==> src/rtl/mixcol_pkg.sv <==
// Shared definitions for the MixColumns engine: GF(2^8) helpers and FSM states.
package mixcol_pkg;

  // AES reduction polynomial x^8 + x^4 + x^3 + x + 1 with the x^8 term dropped.
  localparam logic [7:0] AES_POLY = 8'h1b;

  typedef enum logic [1:0] {
    StIdle = 2'd0,
    StBusy = 2'd1,
    StDone = 2'd2
  } state_e;

  // Multiply by 02 in GF(2^8).
  function automatic logic [7:0] xtime(input logic [7:0] b);
    return {b[6:0], 1'b0} ^ (b[7] ? AES_POLY : 8'h00);
  endfunction

  function automatic logic [7:0] gf_mul3(input logic [7:0] b);
    return xtime(b) ^ b;
  endfunction

  // 09 = 08 ^ 01
  function automatic logic [7:0] gf_mul9(input logic [7:0] b);
    logic [7:0] b2, b4, b8;
    b2 = xtime(b);
    b4 = xtime(b2);
    b8 = xtime(b4);
    return b8 ^ b;
  endfunction

  // 0b = 08 ^ 02 ^ 01
  function automatic logic [7:0] gf_mulb(input logic [7:0] b);
    logic [7:0] b2, b4, b8;
    b2 = xtime(b);
    b4 = xtime(b2);
    b8 = xtime(b4);
    return b8 ^ b2 ^ b;
  endfunction

  // 0d = 08 ^ 04 ^ 01
  function automatic logic [7:0] gf_muld(input logic [7:0] b);
    logic [7:0] b2, b4, b8;
    b2 = xtime(b);
    b4 = xtime(b2);
    b8 = xtime(b4);
    return b8 ^ b4 ^ b;
  endfunction

  // 0e = 08 ^ 04 ^ 02
  function automatic logic [7:0] gf_mule(input logic [7:0] b);
    logic [7:0] b2, b4, b8;
    b2 = xtime(b);
    b4 = xtime(b2);
    b8 = xtime(b4);
    return b8 ^ b4 ^ b2;
  endfunction

endpackage

==> src/rtl/mix_column_core.sv <==
// Combinational MixColumns / InvMixColumns on a single 32-bit column.
// Row 0 is the MSB byte of the column.
module mix_column_core
  import mixcol_pkg::*;
(
  input  logic [31:0] col_i,
  input  logic        inv_i,
  output logic [31:0] col_o
);

  logic [7:0] a [4];
  logic [7:0] r [4];

  for (genvar i = 0; i < 4; i++) begin : g_split
    assign a[i] = col_i[31-8*i -: 8];
  end

  // Each output row uses the coefficient row rotated right by the row index.
  always_comb begin
    for (int i = 0; i < 4; i++) begin
      if (inv_i) begin
        r[i] = gf_mule(a[i]) ^ gf_mulb(a[(i+1)%4]) ^ gf_muld(a[(i+2)%4]) ^ gf_mul9(a[(i+3)%4]);
      end else begin
        r[i] = xtime(a[i]) ^ gf_mul3(a[(i+1)%4]) ^ a[(i+2)%4] ^ a[(i+3)%4];
      end
    end
  end

  assign col_o = {r[0], r[1], r[2], r[3]};

endmodule

==> src/rtl/mix_columns_engine.sv <==
// Sequential MixColumns / InvMixColumns engine for a full 128-bit AES state.
// COLS_PER_CYCLE columns are transformed per clock, BEATS = 4/COLS_PER_CYCLE beats per block.
// Optional feature: define MIXCOL_ADDKEY_EN to add in_key, XORed into the result on the
// final beat (equivalent-inverse-cipher round key).
module mix_columns_engine
  import mixcol_pkg::*;
#(
  parameter int unsigned COLS_PER_CYCLE = 1
) (
  input  logic         clk,
  input  logic         rst,
  input  logic         in_valid,
  output logic         in_ready,
  input  logic [127:0] in_state,
  input  logic         in_inv,
`ifdef MIXCOL_ADDKEY_EN
  input  logic [127:0] in_key,
`endif
  output logic         out_valid,
  input  logic         out_ready,
  output logic [127:0] out_state
);

  localparam int unsigned BEATS = 4 / COLS_PER_CYCLE;
  localparam int unsigned BeatW = (BEATS > 1) ? $clog2(BEATS) : 1;

  if (COLS_PER_CYCLE != 1 && COLS_PER_CYCLE != 2 && COLS_PER_CYCLE != 4) begin : g_bad_cols
    $error("mix_columns_engine: COLS_PER_CYCLE must be 1, 2 or 4");
  end

  state_e             state_q, state_d;
  logic [127:0]       buf_q, buf_d;
  logic               inv_q, inv_d;
  logic [BeatW-1:0]   beat_q, beat_d;
  logic [127:0]       out_state_q, out_state_d;
`ifdef MIXCOL_ADDKEY_EN
  logic [127:0]       key_q, key_d;
`endif

  logic [31:0]        core_in  [COLS_PER_CYCLE];
  logic [31:0]        core_out [COLS_PER_CYCLE];
  logic [127:0]       new_buf;
  logic [127:0]       final_blk;

  // Route the columns belonging to the current beat into the cores.
  always_comb begin
    for (int unsigned g = 0; g < COLS_PER_CYCLE; g++) begin
      core_in[g] = '0;
    end
    for (int unsigned c = 0; c < 4; c++) begin
      if (32'(beat_q) == c / COLS_PER_CYCLE) begin
        core_in[c % COLS_PER_CYCLE] = buf_q[127-32*c -: 32];
      end
    end
  end

  for (genvar g = 0; g < COLS_PER_CYCLE; g++) begin : g_core
    mix_column_core u_core (
      .col_i (core_in[g]),
      .inv_i (inv_q),
      .col_o (core_out[g])
    );
  end

  // Write the transformed columns back in place; other columns pass through.
  always_comb begin
    new_buf = buf_q;
    for (int unsigned c = 0; c < 4; c++) begin
      if (32'(beat_q) == c / COLS_PER_CYCLE) begin
        new_buf[127-32*c -: 32] = core_out[c % COLS_PER_CYCLE];
      end
    end
  end

`ifdef MIXCOL_ADDKEY_EN
  assign final_blk = new_buf ^ key_q;
`else
  assign final_blk = new_buf;
`endif

  // Next-state logic for the IDLE -> BUSY -> DONE block pipeline.
  always_comb begin
    state_d     = state_q;
    buf_d       = buf_q;
    inv_d       = inv_q;
    beat_d      = beat_q;
    out_state_d = out_state_q;
`ifdef MIXCOL_ADDKEY_EN
    key_d       = key_q;
`endif
    unique case (state_q)
      StIdle: begin
        if (in_valid) begin
          buf_d   = in_state;
          inv_d   = in_inv;
`ifdef MIXCOL_ADDKEY_EN
          key_d   = in_key;
`endif
          beat_d  = '0;
          state_d = StBusy;
        end
      end
      StBusy: begin
        buf_d = new_buf;
        if (beat_q == BeatW'(BEATS - 1)) begin
          out_state_d = final_blk;
          beat_d      = '0;
          state_d     = StDone;
        end else begin
          beat_d = beat_q + 1'b1;
        end
      end
      StDone: begin
        if (out_ready) begin
          state_d = StIdle;
        end
      end
      default: state_d = StIdle;
    endcase
  end

  // State and datapath registers; reset discards any block in flight.
  always_ff @(posedge clk or posedge rst) begin
    if (rst) begin
      state_q     <= StIdle;
      buf_q       <= '0;
      inv_q       <= 1'b0;
      beat_q      <= '0;
      out_state_q <= '0;
`ifdef MIXCOL_ADDKEY_EN
      key_q       <= '0;
`endif
    end else begin
      state_q     <= state_d;
      buf_q       <= buf_d;
      inv_q       <= inv_d;
      beat_q      <= beat_d;
      out_state_q <= out_state_d;
`ifdef MIXCOL_ADDKEY_EN
      key_q       <= key_d;
`endif
    end
  end

  assign in_ready  = (state_q == StIdle);
  assign out_valid = (state_q == StDone);
  assign out_state = out_state_q;

endmodule

==> config.mk <==
export PLATFORM = sky130hd
export DESIGN_NAME = mix_columns_engine
export DESIGN_NICKNAME = d
export VERILOG_FILES = /design/src/rtl/mixcol_pkg.sv /design/src/rtl/mix_column_core.sv /design/src/rtl/mix_columns_engine.sv
export SDC_FILE = /design/constraint.sdc
export NUM_CORES = 1
export LEC_CHECK = 0
export BUFFER_PORTS_ARGS = -buffer_cell sky130_fd_sc_hd__buf_2
export CAP_MARGIN = 40
export CORE_UTILIZATION = 61
export CTS_BUF_LIST = sky130_fd_sc_hd__clkbuf_16
export DETAILED_ROUTE_END_ITERATION = 16
export GPL_ROUTABILITY_DRIVEN = 0
export PLACE_DENSITY = 0.86
export SKIP_LAST_GASP = 1
export SLEW_MARGIN = 5
export SYNTH_ARGS = -nofsm -noshare
export SYNTH_HDL_FRONTEND = slang
export SYNTH_HIERARCHICAL = 1
export SYNTH_SLANG_ARGS = --single-unit
==> constraint.sdc <==
create_clock -name clk -period 11.81 [get_ports clk]
set_input_delay 1.181 -clock clk [delete_from_list [all_inputs] [get_ports clk]]
set_output_delay 1.181 -clock clk [all_outputs]
set_load 0.005 [all_outputs]
==> results.ini <==
[global_route]
grt_max_degree = 123
grt_first_pass_wirelength_um = 71800
overflow = 0
grt_use_total_pct = 38.3
grt_pass1_vias = 12400
antenna_found_initial = 1

[timing]
grt_setup_unrepaired = no
relSlewSlack_pct = 32.6
fmax_ghz = 0.174
worst_pin_slew_ns = 1.01
fin_skew_ns = 0.0148
post-route-period-util_pct = 48.6
setup-tns-final_ns = 0
drv_slew = 0
period_minus_slack_ns = 5.74
hold_slack_ns = 0.472
setup_viol = 0
finalHoldViolCount = 0

[drt]
vias = 12900
via_per_inst = 6.65
wl_per_cell_um = 24.5
finalWirelength_um = 47400
drc = 0
first_pass_iters = 6
antenna_left = 0
drt_iter0_drc = 1892

[clock_tree]
clock_sinks = 261
h-tree-depth = 1
clock_path_buffers = 3
path_clk_slew_ns = 0.06
hold_buffers = 0
cts-resized-gates = 0
clk_latency_ns = 0.55
numCtsBuffers = 28
cts_tree = built
cts_root_buf = clkbuf_16
cts_setup_buffers = 0

[run]
cap_violations = 0

[die]
coreArea_um2 = 23600
die_area_um2 = 24800
rows = 56
die_x_um = 158
ios = 263
die_y_um = 158
initial_core_util_pct = 62.5

[yosys]
synth.area.mux_share_pct = 6.86
syn_inst = 1392
synth_seq_cells = 261
synth_compound_area_share_pct = 18.0
synth_top_family_by_area = compound AO/OA/AOI/OAI gates
syn_area_um2 = 14800
synth_simple_gate_area_share_pct = 11.1
synth_nets = 1529
synthAdderAreaFrac_pct = 0.339
synth_top_area_share_pct = 44.3
ys_warn_count = 6
synth_area_per_cell_um2 = 10.6
yosys-top-cells-area = dfrtp_1, xnor2_1, a221o_1, mux2i_1, and3_1
yosysSeqAreaShare_pct = 44.3
ys_types = 36
yosys.area.top_type = dfrtp_1
synth-xor-area-share_pct = 14.9

[worst_setup_path]
r2r_start = beat_q[0]
crit_fanout = 77
end_kind = flop
r2r_slack_ns = 6.07
timing.rr.end = out_state[83]
worstPathArrival_ns = 6.18
crit_path_start_kind = flop
rr_worst_depth = 13
path_class = flop to flop
required_ns = 12.25

[outcome]
status = complete, no violations

[placed_design]
hpwl_um = 33000
numPortBuffers = 262

[cells_and_area]
mostFrequentLayoutCell = buf_2
utilization_pct = 72.7
nNetsFinal = 1734
drive_gt1_share_pct = 23.0
synthToLayoutAreaGrowth_pct = 16.3
fill_cells = 1588
final_cell_mix = buf_2, dfrtp_1, xnor2_1

[hold_path]
holdPathStages = 1
hold_end = out_state[8]
min-delay-path-class = flop to flop
min_from = out_state[8]

==> synthesized netlist by cell type <==
cell and n:
a21o_1 34, a21o_4 1, a21oi_1 14, a221o_1 127, a221oi_1 32, a22o_1 2
a2bb2oi_1 2, and3_1 127, buf_1 2, buf_2 60, buf_4 4, buf_6 4
clkbuf_1 68, dfrtp_1 261, ha_1 4, inv_1 6, mux2_2 1, mux2i_1 100
nand2_1 140, nand2b_1 2, nand2b_4 1, nand3b_2 1, nor2_1 13, nor2b_1 34
nor2b_2 1, nor3b_2 1, o21ai_0 97, o21bai_1 1, o31ai_1 32, xnor2_1 153
xnor2_2 4, xnor3_1 12, xnor3_2 1, xor2_1 45, xor2_2 2, xor3_1 3
==> stage by stage <==
step / instance area (um2) / worst slack [ns] / std cells
final: 17200 / 6.07 / 1936
after global routing: 17200 / 5.87 / 1936
after CTS: 17100 / 6.31 / 1931
after detailed placement: 16300 / 6.35 / 1882
after global placement: 16100 / 6.06 / 1866
after floorplan: 14800 / 3.45 / 1392
==> final cells by class <==
type	count	area, um2	share of cell area, %
inverters	6	30.0	0.175
clock buffers	29	726	4.23
clock inverters	20	97.6	0.569
repair buffers	313	1750	10.2
well taps	319	399	2.33
flip-flops and latches	261	6530	38.1
diodes	1	2.50	0.0146
multi-input cells	987	7630	44.4
==> registers in the layout (all words and copies together), names as in the netlist <==
signal	flops
buf_q	128
state_q	2
inv_q	1
beat_q	2
out_state	128
==> logic make-up after synthesis <==
family / Yosys count
AO/OA/AOI/OAI: 342
AND/OR/NAND/NOR: 320
flip-flops: 261
XOR/XNOR: 220
buffers and inverters: 144
multiplexers: 101
adder cells (fa/ha/maj): 4
==> how the worst max path moves through the flow <==
stage          startpoint        endpoint  slack (ns)  depth (start not counted)
2_1_floorplan         rst       beat_q[0]        3.45                          1
3_3_place_gp    beat_q[0]   out_state[57]        6.06                         13
3_5_place_dp    beat_q[0]  out_state[101]        6.35                         13
4_1_cts         beat_q[0]  out_state[101]        6.31                         13
5_1_grt         beat_q[0]  out_state[101]        5.87                         13
6_report        beat_q[0]   out_state[83]        6.07                         13
==> layer usage <==
metal | global-route usage [%] | wire length (um) | vias to the layer above
li1 | - | - | 5469
met3 | 10.6 | 6030 | 176
met2 | 56.5 | 20900 | 957
met4 | 16.0 | 2160 | 0
met5 | 0 | 0 | -
met1 | 53.1 | 18300 | 6278
==> worst max-delay path: stages (launching register included) <==
cell and delay (ns):
dfrtp_1 0.45, inv_1 0.16, ha_4 0.74, buf_4 0.63, a221oi_1 0.13, o31ai_1 0.72, xnor2_1 0.35, xnor2_1 0.48
xor2_1 0.38, xnor2_1 0.16, xor2_1 0.16, a21oi_1 0.81, mux2i_1 0.21, o21ai_0 0.22
Power is left out: the tool's default activity adds up to more than one toggle a clock period on the data nets, which glitch-free logic cannot reach.
